`config.mk`:
```
export PLATFORM = sky130hd
export DESIGN_NAME = fifo_wr_arbiter
export DESIGN_NICKNAME = d
export VERILOG_FILES = /design/src/rtl/fifo_arb_pkg.sv /design/src/rtl/fifo_wr_arbiter_rr_picker.sv /design/src/rtl/fifo_wr_arbiter.sv
export SDC_FILE = /design/constraint.sdc
export NUM_CORES = 1
export LEC_CHECK = 0
export CAP_MARGIN = 20
export CELL_PAD_IN_SITES_DETAIL_PLACEMENT = 2
export CELL_PAD_IN_SITES_GLOBAL_PLACEMENT = 2
export CORE_MARGIN = 3
export CORE_UTILIZATION = 19
export DETAILED_ROUTE_END_ITERATION = 12
export PLACE_DENSITY = 0.8
export RECOVER_POWER = 25
export SYNTH_ARGS = -nofsm -noshare
export SYNTH_HDL_FRONTEND = slang
export SYNTH_SLANG_ARGS = --single-unit
```
`constraint.sdc`:
```
create_clock -name w_clk -period 2.74 [get_ports w_clk]
set_clock_uncertainty 0.2 [all_clocks]
set_input_delay 0.548 -clock w_clk [delete_from_list [all_inputs] [get_ports w_clk]]
set_output_delay 0.548 -clock w_clk [all_outputs]
set_load 0.02 [all_outputs]
```
`src/rtl/fifo_arb_pkg.sv`:
```
// Shared types and sizing helpers for the FIFO write arbiter.
// Used by fifo_wr_arbiter and its rr_picker sub-module.
package fifo_arb_pkg;

  typedef enum logic {
    IDLE  = 1'b0,
    GRANT = 1'b1
  } arb_state_t;

  localparam int STAT_W = 16;

  // Beat counter must hold values 0..MAX_BURST.
  function automatic int beat_cnt_width(input int max_burst);
    return $clog2(max_burst + 1);
  endfunction

endpackage

```
`src/rtl/fifo_wr_arbiter_rr_picker.sv`:
```
// Combinational round-robin picker: first set req bit at or after rr_ptr,
// wrapping around; returns a one-hot winner and a valid flag.
module rr_picker #(
  parameter int NUM_REQ = 4,
  parameter int PTR_W   = 2
) (
  input  logic [NUM_REQ-1:0] req,
  input  logic [PTR_W-1:0]   rr_ptr,
  output logic [NUM_REQ-1:0] winner,
  output logic               valid
);

  // Two passes keep every index a loop constant: first the indices at or
  // above rr_ptr, then the wrapped-around ones below it.
  always_comb begin
    winner = '0;
    valid  = 1'b0;
    for (int i = 0; i < NUM_REQ; i++) begin
      if (!valid && req[i] && (PTR_W'(i) >= rr_ptr)) begin
        winner[i] = 1'b1;
        valid     = 1'b1;
      end
    end
    for (int i = 0; i < NUM_REQ; i++) begin
      if (!valid && req[i] && (PTR_W'(i) < rr_ptr)) begin
        winner[i] = 1'b1;
        valid     = 1'b1;
      end
    end
  end

endmodule

```
`src/rtl/fifo_wr_arbiter.sv`:
```
// Round-robin write arbiter in front of a FIFO write port, with bounded bursts.
// Optional statistics outputs are enabled by defining FIFO_ARB_STATS_EN.
module fifo_wr_arbiter
  import fifo_arb_pkg::*;
#(
  parameter int NUM_REQ   = 4,
  parameter int NUM_BITS  = 8,
  parameter int MAX_BURST = 4
) (
  input  logic                         w_clk,
  input  logic                         w_rst,
  input  logic [NUM_REQ-1:0]           req,
  input  logic [NUM_REQ*NUM_BITS-1:0]  req_data,
  input  logic                         full,
  output logic [NUM_REQ-1:0]           gnt,
  output logic                         w_en,
  output logic [NUM_BITS-1:0]          w_data,
  output logic                         busy
`ifdef FIFO_ARB_STATS_EN
  ,
  output logic [NUM_REQ*STAT_W-1:0]    beat_total,
  output logic [STAT_W-1:0]            stall_cnt
`endif
);

  localparam int PTR_W = (NUM_REQ > 1) ? $clog2(NUM_REQ) : 1;
  localparam int CNT_W = beat_cnt_width(MAX_BURST);
  localparam logic [CNT_W-1:0] LAST_BEAT = CNT_W'(MAX_BURST - 1);
  localparam logic [PTR_W-1:0] LAST_IDX  = PTR_W'(NUM_REQ - 1);

  arb_state_t           state;
  arb_state_t           state_nxt;
  logic [NUM_REQ-1:0]   gnt_nxt;
  logic [PTR_W-1:0]     rr_ptr;
  logic [PTR_W-1:0]     rr_ptr_nxt;
  logic [CNT_W-1:0]     beat_cnt;
  logic [CNT_W-1:0]     beat_cnt_nxt;

  logic [PTR_W-1:0]     owner;
  logic                 owner_req;
  logic                 accept;
  logic                 release_now;
  logic [PTR_W-1:0]     wrap_ptr;
  logic [NUM_REQ-1:0]   pick_req;
  logic [PTR_W-1:0]     pick_ptr;
  logic [NUM_REQ-1:0]   pick_winner;
  logic                 pick_valid;

  always_comb begin
    owner = '0;
    for (int i = 0; i < NUM_REQ; i++) begin
      if (gnt[i]) owner = PTR_W'(i);
    end
  end

  // Reset gating on accept keeps a burst from writing in the cycle it is aborted.
  assign owner_req   = |(req & gnt);
  assign accept      = (state == GRANT) && owner_req && !full && !w_rst;
  assign release_now = (state == GRANT) &&
                       (!owner_req || (accept && (beat_cnt == LAST_BEAT)));
  assign wrap_ptr    = (owner == LAST_IDX) ? '0 : owner + PTR_W'(1);

  // On release the owner is masked out, so it only wins again via IDLE.
  assign pick_req = (state == GRANT) ? (req & ~gnt) : req;
  assign pick_ptr = (state == GRANT) ? wrap_ptr : rr_ptr;

  rr_picker #(
    .NUM_REQ (NUM_REQ),
    .PTR_W   (PTR_W)
  ) u_rr_picker (
    .req     (pick_req),
    .rr_ptr  (pick_ptr),
    .winner  (pick_winner),
    .valid   (pick_valid)
  );

  always_ff @(posedge w_clk) begin
    if (w_rst) begin
      state    <= IDLE;
      gnt      <= '0;
      rr_ptr   <= '0;
      beat_cnt <= '0;
    end else begin
      state    <= state_nxt;
      gnt      <= gnt_nxt;
      rr_ptr   <= rr_ptr_nxt;
      beat_cnt <= beat_cnt_nxt;
    end
  end

  always_comb begin
    state_nxt    = state;
    gnt_nxt      = gnt;
    rr_ptr_nxt   = rr_ptr;
    beat_cnt_nxt = beat_cnt;
    unique case (state)
      IDLE: begin
        if (pick_valid) begin
          state_nxt    = GRANT;
          gnt_nxt      = pick_winner;
          beat_cnt_nxt = '0;
        end
      end
      GRANT: begin
        if (release_now) begin
          rr_ptr_nxt   = wrap_ptr;
          beat_cnt_nxt = '0;
          if (pick_valid) begin
            gnt_nxt = pick_winner;
          end else begin
            state_nxt = IDLE;
            gnt_nxt   = '0;
          end
        end else if (accept) begin
          beat_cnt_nxt = beat_cnt + CNT_W'(1);
        end
      end
      default: begin
        state_nxt = IDLE;
        gnt_nxt   = '0;
      end
    endcase
  end

  always_comb begin
    w_en   = accept;
    busy   = (state == GRANT);
    w_data = '0;
    for (int i = 0; i < NUM_REQ; i++) begin
      if (gnt[i]) w_data = req_data[i*NUM_BITS +: NUM_BITS];
    end
  end

`ifdef FIFO_ARB_STATS_EN
  logic stall;
  assign stall = (state == GRANT) && owner_req && full;

  always_ff @(posedge w_clk) begin
    if (w_rst) begin
      beat_total <= '0;
      stall_cnt  <= '0;
    end else begin
      for (int i = 0; i < NUM_REQ; i++) begin
        if (accept && gnt[i] && (beat_total[i*STAT_W +: STAT_W] != {STAT_W{1'b1}})) begin
          beat_total[i*STAT_W +: STAT_W] <= beat_total[i*STAT_W +: STAT_W] + STAT_W'(1);
        end
      end
      if (stall && (stall_cnt != {STAT_W{1'b1}})) begin
        stall_cnt <= stall_cnt + STAT_W'(1);
      end
    end
  end
`endif

endmodule

```
# ---- Word-level counts from Yosys, hierarchy flattened
# Cells that the tools add are included.
dict set report classes {
  add_sub_neg 2
  n_reduce_logical 35
  n_eq_ne 5
  n_bitwise 4
  order_cmp 8
  n_mux 36
}
# cell count
set ops {}
lappend ops {{$mux 8} 4}
lappend ops {{$logic_and 1x1->1} 20}
lappend ops {{$mux 1} 18}
lappend ops {{$mux 4} 4}
lappend ops {{$logic_not 1->1} 10}
lappend ops {{$mux 3} 3}
lappend ops {{$and 4x4->4} 2}
lappend ops {{$mux 2} 4}
lappend ops {{$pmux 4 s2} 1}
lappend ops {{$pmux 3 s2} 1}
lappend ops {{$reduce_and 2->1} 3}
lappend ops {{$ge 1x2->1 const A} 2}
lappend ops {{$ge 2x2->1 const A} 2}
lappend ops {{$lt 1x2->1 const A} 2}
lappend ops {{$lt 2x2->1 const A} 2}
lappend ops {{$not 4->4} 1}
lappend ops {{$reduce_or 4->1} 1}
lappend ops {{$add 3x1->3 const B} 1}
lappend ops {{$eq 3x2->1 const B} 1}
lappend ops {{$ne 3x1->1 const B} 1}
lappend ops {{$add 2x1->2 const B} 1}
lappend ops {{$eq 2x2->1 const B} 1}
lappend ops {{$ne 2x1->1 const B} 1}
lappend ops {{$ne 2x2->1 const B} 1}
lappend ops {{3 further kinds} 3}
dict set report totals {
  reg_bits 10
  input_bits 39
  out_inout_bits 14
  wordCells 94
}

# ---- Longest topological paths before layout
# Gate-level depths: netlist of run 1.
dict set report logic_depth {
  word_depth 40
  ltp_mapped 7
}

# ---- Hierarchy
# A second synthesis of run 1 with hierarchy kept.
dict set report hier_totals {
  cells_unflattened 124
  hier_area_um2 877.1
}
# module instances cells_per_inst seq_area_each_um2 area_each_um2
set modules_own_cells {}
lappend modules_own_cells {fifo_wr_arbiter 1 105 200.2 765.7}
lappend modules_own_cells {rr_picker 1 19 0.0 111.4}

# ---- Worst setup path after synthesis of run 1
# No wires, ideal clock.
dict set report synth_timing {
  path_kind {register to output}
  from {register gnt[0]}
  to {output w_data[0]}
  n_path_buf 1
  setup_slack_ns 0.529
  t_arrival_ns 1.463
  path_stages_with_launch 7
  cell_sequence {dfxtp_1 nor2b_1 clkbuf_1 a22oi_1 nor2_1 a21oi_1 o21ai_1}
}
dict set report synth_via {
  elab_chain_cells 4
}
# item line_no
set synth_rtl {}
lappend synth_rtl {{from (decl)} fifo_wr_arbiter.sv:15} ;# output logic [NUM_REQ-1:0] gnt,
lappend synth_rtl {{from (signal assigned)} fifo_wr_arbiter.sv:85} ;# gnt <= gnt_nxt;
lappend synth_rtl {{$mux 8 (4 in a row)} fifo_wr_arbiter.sv:130} ;# if (gnt[i]) w_data = req_data[i*NUM_BITS +: NUM_BITS];
lappend synth_rtl {{to (decl)} fifo_wr_arbiter.sv:17} ;# output logic [NUM_BITS-1:0] w_data,
# Every way passes these cells.

# ---- Worst setup path after layout of run 1
dict set report layout_timing {
  from {input req[2]}
  to {output w_en}
}
dict set report layout_via {
  elab_chain_cells 5
}
# item line_no
set layout_rtl {}
lappend layout_rtl {{from (decl)} fifo_wr_arbiter.sv:12} ;# input logic [NUM_REQ-1:0] req,
lappend layout_rtl {{$and 4x4->4} fifo_wr_arbiter.sv:57} ;# assign owner_req = |(req & gnt);
lappend layout_rtl {{$reduce_or 4->1} fifo_wr_arbiter.sv:57}
lappend layout_rtl {{$logic_and 1x1->1 (3 in a row)} fifo_wr_arbiter.sv:58} ;# assign accept = (state == GRANT) && owner_req && !full && !w_rst;
lappend layout_rtl {{to (decl)} fifo_wr_arbiter.sv:16} ;# output logic w_en,
# Every way passes these cells.

==> reports/results.txt, run 1 <==
WS Path Type -> in2out
LEAKAGE -> 0.000649 uW
Synth unique cells -> 40
Largest cells by area after synthesis -> dfxtp_1, a21oi_1, a22oi_1
Diode count -> 0
Hold crit path type -> reg2reg
Max Cap Violations -> 0
First-pass GRT wire length -> 7.32 mm
Synth warn -> 0
Number of synthesized flops with an enable pin -> 0
Initial antenna violation count -> 0
Routed Antenna Nets -> 0
CORE AREA -> 4530 sq um
FMAX -> 390 MHz
Vias in the first global route -> 1464
Outcome -> completed
Fraction of synthesized area in multiplexers -> 0
Main synth FF type -> dfxtp_1
Worst skew pair latency -> 0.24 ns
Dpl ws -> -0.222 ns
Nets -> 236
Post-Route Setup TNS -> 0 ns
Initial core utilization -> 0.204
Total gr overflow -> 0
CP max FO -> 2
Measured slew at the worst slew-check pin -> 0.490 ns
Adder-Cell Fraction of Synth Area -> 0.0270
Mapped Cells -> 132
Via density -> 4.85
Synthesized area -> 927 sq um
Arrival time of the worst setup path -> 1.82 ns
DIE WIDTH -> 75.9 um
CTS Sinks -> 10
Largest net degree at the start of global routing -> 24
Area after DPL -> 1600 sq um
Fin. max-slew vios -> 0
Leading area contributor after synthesis -> dfxtp_1
Relative slew margins -> 0.670
Post-synth top cells -> a21oi_1, nor2_1, nand2_1, o21ai_1, dfxtp_1
# port buffers -> 52
Final Setup Violations -> 0
DRT iter0 DRCs -> 33
Final Cycle Share -> 0.935
# fillers -> 528
Tot GR Track Use -> 0.169
WL per Instance -> 17.8 um
CTS clk-pin slew, worst paths -> 0.05 ns
Vias -> 1255
Synth Area in Simple Gates -> 0.232
Die Height -> 75.9 um
Async SR Flop Fraction -> 0
CP Launch Type -> input pin
Post-synthesis average cell area -> 7.02 sq um
Total nets after synthesis -> 173
Crit path capture type -> output port
Tmin final -> 2.56 ns
Largest family of logic cells by synthesized area -> compound AO/OA/AOI/OAI gates
Setup ws final -> 0.177 ns
# hold bufs at CTS -> 0
Root buffer cell -> clkbuf_8
Ports -> 53
Area share of the largest cell type after synthesis -> 0.216
PD cells -> 412 nW/um^2
Compound-Gate Fraction of Synth Area -> 0.455
Overall power -> 678 uW
Drt pass-1 iters -> 4
Layout Cells excl Fill -> 259
FF-to-FF setup slack -> 0.55 ns
Final instance area -> 1650 sq um
CTS Buf Count -> 3
Synth Area in XOR/XNOR -> 0
Layout cell share with drive strength beyond 1 -> 0.134
HPWL Detailed -> 3.76 mm
Seq cells post-synth -> 10
Final wirelength -> 4.62 mm
Routability cong. -> 0.807
WP data required -> 1.99 ns
Die area -> 5750 sq um
VDD IR max -> 0.201 mV
Final hold vios -> 0
Layout Area Growth over Synthesis -> 77.5%
Placed insts -> 255
Max Root-Sink Buffers -> 2
Seq/Total Area, Yosys -> 0.216
Row count -> 24
H-tree levels -> 1
DRC viols -> 0
CTS tree -> yes
RSZ-0062 raised after global routing -> no
[worst max-delay path, stage by stage]
cell and delay, ns:
dlygate4sd3_1 0.56, a22o_1 0.19, o21ai_1 0.09, nor3_1 0.21
clkbuf_2 0.21
[state kept, by name, summed over array words and instances, names as in the netlist]
name,cells
beat_cnt,3
gnt,4
busy,1
rr_ptr,2
[path summary, 6_finish.rpt]
kind | cells after the start | startpoint | to
worst max-delay path | 5 | req[2] | w_en
worst min register to register | 2 | beat_cnt[2]$_SDFFE_PP0P_ | beat_cnt[2]$_SDFFE_PP0P_
worst max register to register | 6 | busy$_SDFF_PP0_ | beat_cnt[2]$_SDFFE_PP0P_
worst min-delay path | 2 | beat_cnt[2]$_SDFFE_PP0P_ | beat_cnt[2]$_SDFFE_PP0P_
[where the power goes]
group / internal, uW / switching (uW)
Combinational: 147 / 167
Clock: 127 / 67.1
Sequential: 157 / 12.1
Total: 431 / 246
[stage by stage]
| step | utilization | hold slack, ns |
|---|---|---|
| after floorplan | - | 0.236 |
| after global placement | 0.353 | 0.247 |
| after detailed placement | 0.353 | 0.276 |
| after CTS | 0.364 | 0.283 |
| after global routing | 0.363 | 0.325 |
| final | 0.363 | 0.284 |
[cell usage in the layout (no fill, tap or decap), types with 2 or more instances in the layout]
master           count
a211oi_1             2
o21ai_1             10
dlygate4sd2_1        8
a22oi_1              8
dlygate4sd3_1        5
o41ai_1              2
clkdlybuf4s50_1     38
o21ai_0              3
dfxtp_1             10
nand2b_1             3
a31oi_1              2
buf_4               15
ha_1                 2
clkbuf_8             4
a21oi_1             15
o2111ai_1            2
a22o_1               2
a31o_1               2
inv_1                7
nor2_1              15
nor2b_1              2
nand2_1             13
nor3_1               4
[cells by family (layout without fill, tap and decap cells)]
family / count (synthesis) / after routing
simple gates: 45 / 45
buf+inv: 16 / 78
fa+ha+maj: 2 / 2
flops: 10 / 10
compound gates: 59 / 59
[repair_timing]
item                                    CTS  global route
buffers inserted                          0             0
hold endpoints to repair                  0             0
pin swaps                                 0             0
endpoints found under the setup margin    9             1
resized for setup                        10             3
[layout make-up]
class                   instances  area (sq um)  area share
well taps                      65          81.3      0.0494
flip-flops and latches         10           200       0.122
multi-input cells             106           664       0.404
inverters                       7          26.3      0.0160
repair buffers                 67           618       0.376
clock buffers                   4          55.1      0.0335
[metal layers]
layer	GRT usage	wire length, um	up-vias
met5	0	0	-
met4	0.0680	112	0
met3	0.0119	106	8
met2	0.317	2650	25
met1	0.194	1750	603
li1	-	-	619
No activity file was read; power rests on OpenSTA's default activity.
==> run 2: changes to the inputs <==
CORE_UTILIZATION = 18   (was 19)
PLACE_DENSITY = 0.78   (was 0.8)
SYNTH_HIERARCHICAL = 1   (was default)
==> run 2 against run 1 <==
Compared with the run above: clock power shrank 7%; synthesized cell count decreased by 6.1%; critical path type unchanged; core utilization is 0.083 points lower; sequential share of layout area barely moved.
==> reports/results.txt, run 2 <==
Seq/Total Area, Yosys -> 0.228 (+0.0123)
Synth unique cells -> 33 (-18%)
DRT iter0 DRCs -> 30 (-9.1%)
Routed Antenna Nets -> 0 (unchanged)
Initial antenna violation count -> 0 (unchanged)
Commonest non-fill, non-tap cells in the layout -> clkdlybuf4s50_1, nor2_1, buf_4
CP max FO -> 2 (unchanged)
DIE WIDTH -> 75.8 um (about the same)
DRC viols -> 0 (unchanged)
Hold_sp -> rr_ptr[1]$_SDFFE_PP0P_
HPWL Detailed -> 3.24 mm (-14%)
WS Path Type -> in2out
Reg power frac -> 0.246 (-0.004)
# port buffers -> 52 (unchanged)
Post-synth top cells -> nor2_1, a21oi_1, nand2_1, dfxtp_1
Register with the most flip-flops -> gnt
CTS Sinks -> 10 (unchanged)
Top delay family on crit path -> buffers and inverters
First-pass GRT wire length -> 6.22 mm (-15%)
Most common cell after layout, fill and taps aside -> clkdlybuf4s50_1
Final Cycle Share -> 0.937 (+0.00144)
Main synth FF type -> dfxtp_1
Max reg flops -> 4 (unchanged)
Tmin final -> 2.57 ns (+0.00396 ns)
Number of synthesized flops with an enable pin -> 0 (unchanged)
Slowest-stage cell, CP -> clkdlybuf4s50_1
PD cells -> 416 nW/um^2 (+1.1%)
Die Height -> 75.8 um (about the same)
Vias in the first global route -> 1336 (-8.7%)
Synth warn -> 6 (+6)
Hold crit path type -> reg2reg
Total gr overflow -> 0 (unchanged)
Root buffer cell -> clkbuf_8
Layout Cells excl Fill -> 254 (-1.9%)
Max Root-Sink Buffers -> 2 (unchanged)
Mapped Cells -> 124 (-6.1%)
Hold Path Stages -> 2 (unchanged)
Area share of the largest cell type after synthesis -> 0.228 (+0.0123)
Outcome -> completed
Async SR Flop Fraction -> 0 (unchanged)
Routability cong. -> 0.749 (-7.2%)
Largest cells by area after synthesis -> dfxtp_1, a221oi_1, nor2_1
Worst skew pair latency -> 0.23 ns (about the same)
Drt pass-1 iters -> 4 (unchanged)
LEAKAGE -> 0.000721 uW (+11%)
Measured slew at the worst slew-check pin -> 0.491 ns (+0.000635 ns)
Post-Route Setup TNS -> 0 ns (unchanged)
# hold bufs at CTS -> 0 (unchanged)
Ports -> 53 (unchanged)
CTS tree -> yes
Tot GR Track Use -> 0.139 (-0.0294)
Nets -> 231 (-2.1%)
Logic pwr share -> 0.489 (+0.026)
Worst path max stage delay -> 0.47 ns (-0.09 ns)
Final Setup Violations -> 0 (unchanged)
Diode count -> 0 (unchanged)
WP data required -> 1.99 ns (about the same)
Most frequent cell after synthesis -> nor2_1
Largest registers -> gnt: 4 flops, beat_cnt: 3 flops, rr_ptr: 2 flops
Seq cells post-synth -> 10 (unchanged)
Worst reg-to-reg path cell count -> 8 (+2)
Fin. max-slew vios -> 0 (unchanged)
Critical Path Source -> req[2]
CP Launch Type -> input pin
H-tree levels -> 1 (unchanged)
Switching share of power -> 0.335 (-0.0283)
Relative slew margins -> 0.668 (-0.00143)
FMAX -> 390 MHz (-0.15%)
VDD IR max -> 0.289 mV (+44%)
Vias -> 1224 (-2.5%)
Buf+Inv Stages, Crit Path -> 2 (unchanged)
Layout Area Growth over Synthesis -> 87.2%
CTS clk-pin slew, worst paths -> 0.05 ns (about the same)
Via density -> 4.82 (-0.55%)
Met2 wire len -> 1.94 mm (-27%)
Crit path capture type -> output port
Final hold vios -> 0 (unchanged)
Area after DPL -> 1570 sq um (-2.0%)
Highest Signal Layer -> met4
Placed insts -> 250 (-2.0%)
Crit path cell chain -> clkdlybuf4s50_1 -> a22oi_1 -> and2_1 -> nor4_1 -> dlygate4sd1_1
Post-synthesis average cell area -> 7.07 sq um (+0.71%)
Largest net degree at the start of global routing -> 15 (-38%)
Int Power -> 454 uW (+5.4%)
WL per Instance -> 15.8 um (-12%)
Layout cell share with drive strength beyond 1 -> 0.122 (-0.0123)
Die area -> 5750 sq um (-0.13%)
CTS Buf Count -> 3 (unchanged)
Leading area contributor after synthesis -> dfxtp_1
Synthesized area -> 877 sq um (-5.4%)
Final wirelength -> 4.01 mm (-13%)
Clk pwr share -> 0.265 (-0.022)
Initial core utilization -> 0.193 (-0.0110)
Crit path depth -> 5 (unchanged)
Total nets after synthesis -> 165 (-4.6%)
Worst R2R Start -> gnt[2]$_SDFFE_PP0P_
Arrival time of the worst setup path -> 1.82 ns (about the same)
Final instance area -> 1640 sq um (-0.23%)
CORE AREA -> 4530 sq um (unchanged)
P_sw -> 229 uW (-7.0%)
Met1 Wirelength -> 1.76 mm (+0.52%)
Met3 wire len -> 291 um (+170%)
RSZ-0062 raised after global routing -> no
Max Cap Violations -> 0 (unchanged)
Row count -> 24 (unchanged)
## run 2: cell types whose count changed after synthesis, moves of 3 or more
| cell | previous run | this run |
|---|---|---|
| nor3_1 | 4 | 0 |
| a22oi_1 | 8 | 2 |
| a21boi_0 | 0 | 4 |
| nand3_1 | 1 | 4 |
| o21ai_1 | 11 | 0 |
| a21oi_1 | 15 | 11 |
| inv_1 | 7 | 3 |
| o21ai_0 | 2 | 8 |
| o31ai_1 | 1 | 9 |
| nor2_1 | 15 | 18 |
| a221oi_1 | 0 | 9 |
## run 2: power groups by stage
stage / logic [uW] / clock network, uW / registers [uW]
final: 334 / 181 / 168
after global routing: 366 / 200 / 171
after CTS: 344 / 188 / 169
after detailed placement: 343 / 0 / 172
after global placement: 335 / 0 / 170
after floorplan: 161 / 0 / 176
## run 2: final timing paths
kind                       endpoint  slack [ns]
min reg2reg  rr_ptr[1]$_SDFFE_PP0P_        0.30
min          rr_ptr[1]$_SDFFE_PP0P_        0.30
max reg2reg     gnt[1]$_SDFFE_PP0P_        0.64
max                            w_en        0.17
## run 2: worst register-to-register path, cell delays in order (launching register included)
cell,delay (ns)
dfxtp_1,0.39
clkinv_1,0.27
a21oi_1,0.28
mux2_2,0.28
nor2b_1,0.08
o21ai_0,0.13
and3_1,0.18
nand3_1,0.09
a21oi_1,0.15
## run 2: cell families (layout without fill, tap and decap cells)
kind of cell             after synthesis  after routing  synth area share
adder cells (fa/ha/maj)                2              2            0.0285
multiplexers                           3              3            0.0371
AND/OR/NAND/NOR                       46             46             0.248
flip-flops                            10             10             0.228
AO/OA/AOI/OAI                         52             52             0.409
buffers and inverters                 11             76            0.0485
## run 2: per-stage QoR
stage,total power (uW),hold slack [ns],setup slack [ns],util
2_1_floorplan,336,0.251,0.482,-
3_3_place_gp,505,0.260,-0.200,0.347
3_5_place_dp,515,0.296,-0.173,0.347
4_1_cts,701,0.297,0.00475,0.358
5_1_grt,737,0.338,0.00816,0.362
6_report,684,0.298,0.173,0.362
## run 2: timing repair
action | in CTS | in global routing
buffers inserted | 0 | 0
pin swaps | 0 | 0
setup endpoints to repair | 2 | 8
hold endpoints to repair | 0 | 0
cloned | 0 | 0
gates resized for setup | 2 | 9
## run 2: per-layer routing
metal / track usage / vias up
met2: 0.272 / 50
met5: 0 / -
met1: 0.159 / 576
met3: 0.0290 / 2
met4: 0.0117 / 0
li1: - / 596
## run 2: cell type report
type | count | area (sq um)
Clock buffer | 4 | 55.1
Fill cell | 535 | 2890
Multi-Input combinational cell | 103 | 634
Timing Repair Buffer | 68 | 656
Inverter | 4 | 15.0
Sequential cell | 10 | 200
Tap cell | 65 | 81.3
